===== src/rtl/efuse_access_arb.sv =====
// -----------------------------------------------------------------------------
// efuse_access_arb
//
// Shares the single 8-bit eFuse macro port between NREQ requesters. Requester 0
// (boot autoload) has fixed top priority; requesters 1..NREQ-1 are served
// round-robin. Each grant performs one byte read or one bit program, driving
// the macro addr/rden/pgmen/aen pins with the sequence
//   IDLE -> SETUP -> STROBE (N cycles) -> HOLD -> RESP -> IDLE
// and then returns a one-cycle tagged response. Program requests with a wrong
// unlock key (or while program-locked) are answered with an error and never
// touch the macro pins.
//
// Optional feature macro: EFUSE_ARB_PGM_LOCK_EN
//   defined   : sticky program lock set by lock_set, cleared only by rst.
//   undefined : lock_set is ignored, no lock flop.
//
// Ports:
//   clk, rst          clock, synchronous active-high reset
//   req_vld/req_wr    per-requester valid and op (1=program bit, 0=read byte)
//   req_addr          per-requester address, requester i at [8i+7:8i]
//   req_rdy           one-hot accept (combinational, IDLE only)
//   rsp_vld/rsp_id    one-cycle response strobe and requester index
//   rsp_err/rsp_rdata reject flag and read data (0 for program/error)
//   cfg_trd/cfg_tpgm  read/program strobe length in cycles (0 treated as 1)
//   cfg_password      program unlock key (16'h55AA)
//   lock_set          program-lock set pulse (optional feature only)
//   efuse_*_o         registered macro pins; efuse_rdata_i macro read data
//   busy              access in progress (state != IDLE)
// -----------------------------------------------------------------------------
module efuse_access_arb #(
  parameter int NREQ   = 3,
  parameter int TRD_W  = 6,
  parameter int TPGM_W = 10
) (
  input  logic                    clk,
  input  logic                    rst,
  input  logic [NREQ-1:0]         req_vld,
  output logic [NREQ-1:0]         req_rdy,
  input  logic [NREQ-1:0]         req_wr,
  input  logic [NREQ*8-1:0]       req_addr,
  output logic                    rsp_vld,
  output logic [$clog2(NREQ)-1:0] rsp_id,
  output logic                    rsp_err,
  output logic [7:0]              rsp_rdata,
  input  logic [TRD_W-1:0]        cfg_trd,
  input  logic [TPGM_W-1:0]       cfg_tpgm,
  input  logic [15:0]             cfg_password,
  input  logic                    lock_set,
  output logic [7:0]              efuse_addr_o,
  output logic                    efuse_rden_o,
  output logic                    efuse_pgmen_o,
  output logic                    efuse_aen_o,
  input  logic [7:0]              efuse_rdata_i,
  output logic                    busy
);

  localparam int IW  = $clog2(NREQ);
  localparam int IW1 = IW + 1;
  localparam int CW  = (TRD_W > TPGM_W) ? TRD_W : TPGM_W;
  localparam logic [15:0] UNLOCK_KEY = 16'h55AA;

  typedef enum logic [2:0] {
    S_IDLE   = 3'd0,
    S_SETUP  = 3'd1,
    S_STROBE = 3'd2,
    S_HOLD   = 3'd3,
    S_RESP   = 3'd4
  } state_t;

  state_t         state_q, state_d;
  logic [IW-1:0]  ptr_q, ptr_d;
  logic [IW-1:0]  id_q, id_d;
  logic           wr_q, wr_d;
  logic           err_q, err_d;
  logic [7:0]     addr_q, addr_d;
  logic [7:0]     rdata_q, rdata_d;
  logic [CW-1:0]  cnt_q, cnt_d;

  // Registered outputs and their next values
  logic [7:0]     efuse_addr_q, efuse_addr_d;
  logic           efuse_rden_q, efuse_rden_d;
  logic           efuse_pgmen_q, efuse_pgmen_d;
  logic           efuse_aen_q, efuse_aen_d;
  logic           rsp_vld_q, rsp_vld_d;
  logic [IW-1:0]  rsp_id_q, rsp_id_d;
  logic           rsp_err_q, rsp_err_d;
  logic [7:0]     rsp_rdata_q, rsp_rdata_d;
  logic           busy_q, busy_d;

  logic           grant_vld_s;
  logic [IW-1:0]  grant_idx_s;
  logic [IW1-1:0] sum_s;
  logic [IW-1:0]  cand_s;
  logic           sel_wr_s;
  logic [7:0]     sel_addr_s;
  logic           accept_s;
  logic           reject_s;
  logic           lock_hit_s;
  logic           last_strobe_s;
  logic           pins_on_s;
  logic           rsp_on_s;
  logic [CW-1:0]  n_rd_s;
  logic [CW-1:0]  n_pgm_s;

`ifdef EFUSE_ARB_PGM_LOCK_EN
  logic lock_q;

  // Sticky program lock; only a reset clears it
  always_ff @(posedge clk) begin
    if (rst) begin
      lock_q <= 1'b0;
    end else if (lock_set) begin
      lock_q <= 1'b1;
    end else begin
      lock_q <= lock_q;
    end
  end

  // A set pulse coincident with a program accept already rejects it
  assign lock_hit_s = lock_q | lock_set;
`else
  logic unused_lock_set_s;
  assign unused_lock_set_s = lock_set;
  assign lock_hit_s        = 1'b0;
`endif

  // Strobe length: a zero configuration still gives a one-cycle strobe
  assign n_rd_s  = (cfg_trd  == {TRD_W{1'b0}})  ? CW'(1) : CW'(cfg_trd);
  assign n_pgm_s = (cfg_tpgm == {TPGM_W{1'b0}}) ? CW'(1) : CW'(cfg_tpgm);

  // Arbitration: requester 0 first, then a cyclic scan of 1..NREQ-1 from ptr_q
  always_comb begin
    grant_vld_s = 1'b0;
    grant_idx_s = {IW{1'b0}};
    sum_s       = {IW1{1'b0}};
    cand_s      = {IW{1'b0}};
    if (req_vld[0]) begin
      grant_vld_s = 1'b1;
    end else begin
      for (int k = 0; k < NREQ - 1; k++) begin
        sum_s = {1'b0, ptr_q} + IW1'(k);
        if (sum_s > IW1'(NREQ - 1)) begin
          sum_s = sum_s - IW1'(NREQ - 1);
        end else begin
          sum_s = sum_s;
        end
        cand_s = sum_s[IW-1:0];
        if (!grant_vld_s && req_vld[cand_s]) begin
          grant_vld_s = 1'b1;
          grant_idx_s = cand_s;
        end else begin
          grant_vld_s = grant_vld_s;
        end
      end
    end
  end

  // Select the granted requester's op/address and form the one-hot accept
  always_comb begin
    sel_wr_s   = 1'b0;
    sel_addr_s = 8'h00;
    req_rdy    = {NREQ{1'b0}};
    for (int i = 0; i < NREQ; i++) begin
      if (grant_idx_s == IW'(i)) begin
        sel_wr_s   = req_wr[i];
        sel_addr_s = req_addr[8*i +: 8];
        req_rdy[i] = accept_s;
      end else begin
        req_rdy[i] = 1'b0;
      end
    end
  end

  assign accept_s      = (state_q == S_IDLE) && grant_vld_s && !rst;
  assign reject_s      = sel_wr_s && ((cfg_password != UNLOCK_KEY) || lock_hit_s);
  assign last_strobe_s = (state_q == S_STROBE) && (cnt_q == CW'(1));

  // State and datapath registers, plus the registered output stage
  always_ff @(posedge clk) begin
    if (rst) begin
      state_q       <= S_IDLE;
      ptr_q         <= IW'(1);
      id_q          <= {IW{1'b0}};
      wr_q          <= 1'b0;
      err_q         <= 1'b0;
      addr_q        <= 8'h00;
      rdata_q       <= 8'h00;
      cnt_q         <= {CW{1'b0}};
      efuse_addr_q  <= 8'h00;
      efuse_rden_q  <= 1'b0;
      efuse_pgmen_q <= 1'b0;
      efuse_aen_q   <= 1'b0;
      rsp_vld_q     <= 1'b0;
      rsp_id_q      <= {IW{1'b0}};
      rsp_err_q     <= 1'b0;
      rsp_rdata_q   <= 8'h00;
      busy_q        <= 1'b0;
    end else begin
      state_q       <= state_d;
      ptr_q         <= ptr_d;
      id_q          <= id_d;
      wr_q          <= wr_d;
      err_q         <= err_d;
      addr_q        <= addr_d;
      rdata_q       <= rdata_d;
      cnt_q         <= cnt_d;
      efuse_addr_q  <= efuse_addr_d;
      efuse_rden_q  <= efuse_rden_d;
      efuse_pgmen_q <= efuse_pgmen_d;
      efuse_aen_q   <= efuse_aen_d;
      rsp_vld_q     <= rsp_vld_d;
      rsp_id_q      <= rsp_id_d;
      rsp_err_q     <= rsp_err_d;
      rsp_rdata_q   <= rsp_rdata_d;
      busy_q        <= busy_d;
    end
  end

  // Next-state logic; rejected programs skip straight to the response
  always_comb begin
    state_d = state_q;
    case (state_q)
      S_IDLE: begin
        if (accept_s) begin
          state_d = reject_s ? S_RESP : S_SETUP;
        end else begin
          state_d = S_IDLE;
        end
      end
      S_SETUP:  state_d = S_STROBE;
      S_STROBE: begin
        if (last_strobe_s) begin
          state_d = S_HOLD;
        end else begin
          state_d = S_STROBE;
        end
      end
      S_HOLD:   state_d = S_RESP;
      S_RESP:   state_d = S_IDLE;
      default:  state_d = S_IDLE;
    endcase
  end

  // Datapath: latch the request at accept, count the strobe, capture read data
  always_comb begin
    ptr_d   = ptr_q;
    id_d    = id_q;
    wr_d    = wr_q;
    err_d   = err_q;
    addr_d  = addr_q;
    rdata_d = rdata_q;
    cnt_d   = cnt_q;
    if (accept_s) begin
      id_d    = grant_idx_s;
      wr_d    = sel_wr_s;
      err_d   = reject_s;
      addr_d  = sel_addr_s;
      rdata_d = 8'h00;
      // Strobe length is frozen here so later config writes cannot stretch it
      cnt_d   = sel_wr_s ? n_pgm_s : n_rd_s;
      if (grant_idx_s == {IW{1'b0}}) begin
        ptr_d = ptr_q;
      end else if (grant_idx_s == IW'(NREQ - 1)) begin
        ptr_d = IW'(1);
      end else begin
        ptr_d = grant_idx_s + IW'(1);
      end
    end else if (last_strobe_s) begin
      rdata_d = wr_q ? rdata_q : efuse_rdata_i;
    end else if (state_q == S_STROBE) begin
      cnt_d = cnt_q - CW'(1);
    end else begin
      cnt_d = cnt_q;
    end
  end

  // Output decode from the next state so every pin comes straight from a flop
  always_comb begin
    pins_on_s     = (state_d == S_SETUP) || (state_d == S_STROBE) || (state_d == S_HOLD);
    rsp_on_s      = (state_d == S_RESP);
    efuse_addr_d  = pins_on_s ? addr_d : 8'h00;
    efuse_rden_d  = pins_on_s && !wr_d;
    efuse_pgmen_d = pins_on_s && wr_d;
    efuse_aen_d   = (state_d == S_STROBE);
    rsp_vld_d     = rsp_on_s;
    rsp_id_d      = rsp_on_s ? id_d : {IW{1'b0}};
    rsp_err_d     = rsp_on_s && err_d;
    if (rsp_on_s && !err_d && !wr_d) begin
      rsp_rdata_d = rdata_d;
    end else begin
      rsp_rdata_d = 8'h00;
    end
    busy_d        = (state_d != S_IDLE);
  end

  assign efuse_addr_o  = efuse_addr_q;
  assign efuse_rden_o  = efuse_rden_q;
  assign efuse_pgmen_o = efuse_pgmen_q;
  assign efuse_aen_o   = efuse_aen_q;
  assign rsp_vld       = rsp_vld_q;
  assign rsp_id        = rsp_id_q;
  assign rsp_err       = rsp_err_q;
  assign rsp_rdata     = rsp_rdata_q;
  assign busy          = busy_q;

endmodule


===== config.mk =====
export PLATFORM = sky130hd
export DESIGN_NAME = efuse_access_arb
export DESIGN_NICKNAME = d
export VERILOG_FILES = /design/src/rtl/efuse_access_arb.sv
export SDC_FILE = /design/constraint.sdc
export NUM_CORES = 1
export LEC_CHECK = 0
export BUFFER_PORTS_ARGS = -buffer_cell sky130_fd_sc_hd__buf_4
export CORE_ASPECT_RATIO = 0.5
export CORE_UTILIZATION = 47
export DETAILED_ROUTE_END_ITERATION = 16
export PLACE_DENSITY = 0.77
export SETUP_SLACK_MARGIN = 0.2
export SYNTH_ARGS = -nofsm -noshare
export SYNTH_HDL_FRONTEND = slang
export SYNTH_SLANG_ARGS = --single-unit

===== constraint.sdc =====
create_clock -name clk -period 4.6 [get_ports clk]
set_clock_uncertainty 0.2 [all_clocks]
set_input_delay 0.69 -clock clk [delete_from_list [all_inputs] [get_ports clk]]
set_output_delay 0.69 -clock clk [all_outputs]
set_load 0.005 [all_outputs]

==> metrics.txt <==
# TYPE chip_impl_metric gauge
chip_impl_info{name="outcome",value="finished clean"} 1
chip_impl_metric{name="floorplan.die.width",unit="um"} 107
chip_impl_metric{name="postCtsHoldBufs",unit=""} 0
chip_impl_metric{name="die_area",unit="mm^2"} 0.00587
chip_impl_metric{name="drt_initial_violations",unit=""} 82
chip_impl_metric{name="antenna_cells",unit=""} 0
chip_impl_metric{name="max_freq",unit="MHz"} 320
chip_impl_metric{name="finalHoldViolCount",unit=""} 0
chip_impl_metric{name="cts_post_setup_buffers_inserted",unit=""} 0
chip_impl_info{name="hp-class",value="reg2reg"} 1
chip_impl_metric{name="vias",unit=""} 2464
chip_impl_metric{name="setup_viol",unit=""} 0
chip_impl_metric{name="timing.critical_path.arrival",unit="ns"} 2.23
chip_impl_metric{name="cts-resized-gates",unit=""} 0
chip_impl_metric{name="grt_max_degree",unit=""} 34
chip_impl_metric{name="worst-slew-pin-transition",unit="ns"} 0.637
chip_impl_metric{name="initial_antenna_violation_count",unit=""} 0
chip_impl_metric{name="cts_inserted_buffers",unit=""} 9
chip_impl_metric{name="track_usage",unit=""} 0.231
chip_impl_info{name="post_synth_top_flop",value="sky130_fd_sc_hd__dfxtp_1"} 1
chip_impl_metric{name="first_global_vias",unit=""} 2201
chip_impl_metric{name="yosysUniqueCellTypes",unit=""} 57
chip_impl_metric{name="yosys_warnings",unit=""} 0
chip_impl_info{name="ctsRootBufferMaster",value="sky130_fd_sc_hd__clkbuf_8"} 1
chip_impl_info{name="crit_path_cell_trace",value="buf_4, or2_1, a2111o_1, or2_1, inv_1, buf_4"} 1
chip_impl_info{name="tritoncts",value="built"} 1
chip_impl_metric{name="critPathBufInv",unit=""} 3
chip_impl_metric{name="areaGrowthSynthToFinish",unit="%"} 37.1
chip_impl_metric{name="ctsLongestPathBuffers",unit=""} 2
chip_impl_metric{name="cellLeakagePower",unit="nW"} 1.51
chip_impl_metric{name="core.rowCount",unit=""} 18
chip_impl_info{name="grt_setup_unrepaired",value="no"} 1
chip_impl_metric{name="crit_path_largest_cell_delay",unit="ns"} 0.45
chip_impl_metric{name="dpl.hpwl",unit="um"} 4860
chip_impl_metric{name="asyncSetResetFlopFracSynth",unit=""} 0
chip_impl_metric{name="total_neg_setup_slack",unit="ns"} 0
chip_impl_metric{name="num_io_pins",unit=""} 100
chip_impl_metric{name="grt_pass1_wl",unit="um"} 10000
chip_impl_metric{name="maxCapViolations",unit=""} 0
chip_impl_metric{name="detailedRoute.firstPassIterationCount",unit=""} 4
chip_impl_info{name="critPathKind",value="in2out"} 1
chip_impl_metric{name="clock_insertion_delay_worst_skew",unit="ns"} 0.34
chip_impl_metric{name="synth-edff-count",unit=""} 0
chip_impl_metric{name="clkTransAtPathRegs",unit="ns"} 0.06
chip_impl_metric{name="routedWlPerCell",unit="um"} 14.6
chip_impl_metric{name="share_of_post_route_cells_with_drive_strength_above_1",unit=""} 0.363
chip_impl_info{name="critical_path.startpoint_type",value="input pin"} 1
chip_impl_metric{name="worst-path-max-fanout",unit=""} 33
chip_impl_info{name="crit_family",value="simple AND/OR/NAND/NOR gates"} 1
chip_impl_info{name="timing.critical_path.slowest_stage_cell",value="sky130_fd_sc_hd__a2111o_1"} 1
chip_impl_metric{name="seq_area_frac_synth",unit=""} 0.453
chip_impl_metric{name="maxSlewViolCount",unit=""} 0
chip_impl_metric{name="synth-seq-cells",unit=""} 59
chip_impl_metric{name="die_h",unit="um"} 54.7
chip_impl_metric{name="final.period_utilization",unit=""} 0.679
chip_impl_metric{name="synth.net_count",unit=""} 353
chip_impl_metric{name="final_nets",unit=""} 450
chip_impl_metric{name="cellPowerDensity",unit="mW/mm^2"} 360
chip_impl_metric{name="ant_nets",unit=""} 0
chip_impl_info{name="cp_capture_type",value="output port"} 1
chip_impl_metric{name="power.ir.vdd_worst",unit="mV"} 0.233
chip_impl_metric{name="synth_area",unit="mm^2"} 0.00261
chip_impl_metric{name="cts_max_level",unit=""} 3
chip_impl_metric{name="data_required_time_of_the_worst_path",unit="ns"} 3.71
chip_impl_metric{name="number_of_port_buffers",unit=""} 98
chip_impl_metric{name="finalHoldWorstSlack",unit="ns"} 0.261
chip_impl_metric{name="postSynthAreaPerCell",unit="um^2"} 9.39
chip_impl_metric{name="drc_errors",unit=""} 0
chip_impl_metric{name="routed_via_density",unit=""} 5.48
chip_impl_metric{name="post_synth_inst_count",unit=""} 278
chip_impl_metric{name="clock_sink_count",unit=""} 59
chip_impl_metric{name="core-area",unit="mm^2"} 0.00513
chip_impl_metric{name="worst_slew_margin_rel",unit=""} 0.575
chip_impl_metric{name="overflow",unit=""} 0
chip_impl_metric{name="initial_utilization",unit=""} 0.508
chip_impl_metric{name="min_period",unit="ns"} 3.12
chip_impl_metric{name="gp_congestion",unit=""} 0.820
chip_impl_metric{name="routed_wl",unit="um"} 6580
-- flip-flops by register name, summed over array words and instances (netlist names) --
signal / cells
addr_q: 8
busy: 1
cnt_q: 10
efuse_addr_o: 8
efuse_aen_o: 1
efuse_pgmen_o: 1
efuse_rden_o: 1
err_q: 1
id_q: 2
ptr_q: 2
rdata_q: 8
rsp_err: 1
rsp_id: 2
rsp_rdata: 8
rsp_vld: 1
state_q: 3
wr_q: 1
-- logic make-up (layout without fill, tap and decap cells) --
kind of cell	count (synthesis)	count (layout)	share of synthesized area
adder cells (fa/ha/maj)	2	2	0.00959
AO/OA/AOI/OAI	66	66	0.193
multiplexers	17	17	0.0662
flip-flops	59	59	0.453
AND/OR/NAND/NOR	108	108	0.215
XOR/XNOR	7	7	0.0235
buffers and inverters	19	121	0.0403
-- cell type report --
class / instances / area [um^2]
well taps: 70 / 87.6
flip-flops and latches: 59 / 1180
repair buffers: 101 / 758
clock inverters: 4 / 47.5
fillers: 400 / 1560
clock buffers: 12 / 165
multi-input cells: 200 / 1320
inverters: 4 / 15.0
-- layer usage --
metal	wire length, um	track usage
met5	0	0
met4	75	0.103
met1	2900	0.282
met3	426	0.0476
met2	3180	0.410
-- path summary, 6_finish.rpt --
path / slack [ns] / endpoint / cells past startpoint / from
setup reg to reg: 2.02 / rdata_q[4]$_SDFF_PP0_ / 5 / state_q[1]$_SDFF_PP0_
hold / removal: 0.26 / id_q[1]$_SDFF_PP0_ / 2 / id_q[1]$_SDFF_PP0_
hold reg to reg: 0.26 / id_q[1]$_SDFF_PP0_ / 2 / id_q[1]$_SDFF_PP0_
setup / recovery: 1.48 / req_rdy[2] / 6 / rst
-- synth_stat cells, types with 2 or more instances --
master                      number  area share
sky130_fd_sc_hd__mux2i_1        15       0.058
sky130_fd_sc_hd__nand2_1        22       0.032
sky130_fd_sc_hd__nor4_1          6       0.014
sky130_fd_sc_hd__xor2_1          4       0.013
sky130_fd_sc_hd__nor4bb_1        4       0.015
sky130_fd_sc_hd__mux2_2          2      0.0086
sky130_fd_sc_hd__buf_6           4       0.017
sky130_fd_sc_hd__o22ai_1         2      0.0048
sky130_fd_sc_hd__o21ai_0        10       0.019
sky130_fd_sc_hd__xnor2_1         3       0.010
sky130_fd_sc_hd__buf_2           3      0.0058
sky130_fd_sc_hd__ha_1            2      0.0096
sky130_fd_sc_hd__a211oi_1       11       0.032
sky130_fd_sc_hd__or2_1           3      0.0072
sky130_fd_sc_hd__nand3_1        12       0.023
sky130_fd_sc_hd__dfxtp_1        59        0.45
sky130_fd_sc_hd__nor3_1          6       0.012
sky130_fd_sc_hd__or3_1           2      0.0048
sky130_fd_sc_hd__o2bb2ai_1       2      0.0067
sky130_fd_sc_hd__nor2_1         32       0.046
sky130_fd_sc_hd__nand4_1         2      0.0048
sky130_fd_sc_hd__nor3b_1         4       0.012
sky130_fd_sc_hd__a311oi_1        2      0.0067
sky130_fd_sc_hd__and3_1          2      0.0048
sky130_fd_sc_hd__clkbuf_1        8       0.012
sky130_fd_sc_hd__inv_1           4      0.0058
sky130_fd_sc_hd__nand2b_1        2      0.0048
sky130_fd_sc_hd__o22a_1          2      0.0067
sky130_fd_sc_hd__a21oi_1        13       0.025
sky130_fd_sc_hd__a31o_2          8       0.027
-- stage by stage --
stage	total power, mW	area [um^2]	utilization	worst slack, ns	cells
2_1_floorplan	0.716	2610	-	1.88	278
3_3_place_gp	0.799	3370	0.655	1.51	434
3_5_place_dp	0.807	3370	0.655	1.49	434
4_1_cts	1.29	3580	0.697	1.49	450
5_1_grt	1.35	3580	0.697	1.41	450
6_report	1.29	3580	0.697	1.48	450
-- worst register-to-register path: stages, from the launching register on --
cell	delay [ns]
sky130_fd_sc_hd__dfxtp_1	0.57
sky130_fd_sc_hd__nor3b_1	0.45
sky130_fd_sc_hd__nand4_1	0.35
sky130_fd_sc_hd__nor2_2	0.52
sky130_fd_sc_hd__mux2i_1	0.31
sky130_fd_sc_hd__nor2_1	0.06
-- where the power goes --
part | switching [mW] | internal [mW]
Sequential | 0.0253 | 0.542
Combinational | 0.114 | 0.119
Clock | 0.196 | 0.292
-- placed cells by master (no fill, tap or decap), types with 3 or more instances in the layout --
| cell type | Yosys | final |
|---|---|---|
| sky130_fd_sc_hd__or2_1 | 3 | 3 |
| sky130_fd_sc_hd__xor2_1 | 4 | 4 |
| sky130_fd_sc_hd__inv_1 | 4 | 4 |
| sky130_fd_sc_hd__a21oi_1 | 13 | 13 |
| sky130_fd_sc_hd__o21ai_0 | 10 | 10 |
| sky130_fd_sc_hd__mux2i_1 | 15 | 15 |
| sky130_fd_sc_hd__a31o_2 | 8 | 8 |
| sky130_fd_sc_hd__xnor2_1 | 3 | 3 |
| sky130_fd_sc_hd__nor3_1 | 6 | 6 |
| sky130_fd_sc_hd__nor4_1 | 6 | 6 |
| sky130_fd_sc_hd__nand2_1 | 22 | 22 |
| sky130_fd_sc_hd__clkbuf_8 | 0 | 12 |
| sky130_fd_sc_hd__dfxtp_1 | 59 | 59 |
| sky130_fd_sc_hd__nand3_1 | 12 | 12 |
| sky130_fd_sc_hd__nor2_1 | 32 | 32 |
| sky130_fd_sc_hd__buf_4 | 0 | 101 |
| sky130_fd_sc_hd__nor4bb_1 | 4 | 4 |
| sky130_fd_sc_hd__nor3b_1 | 4 | 4 |
| sky130_fd_sc_hd__a211oi_1 | 11 | 11 |
Note: power is estimated with default switching activity, not from simulation.
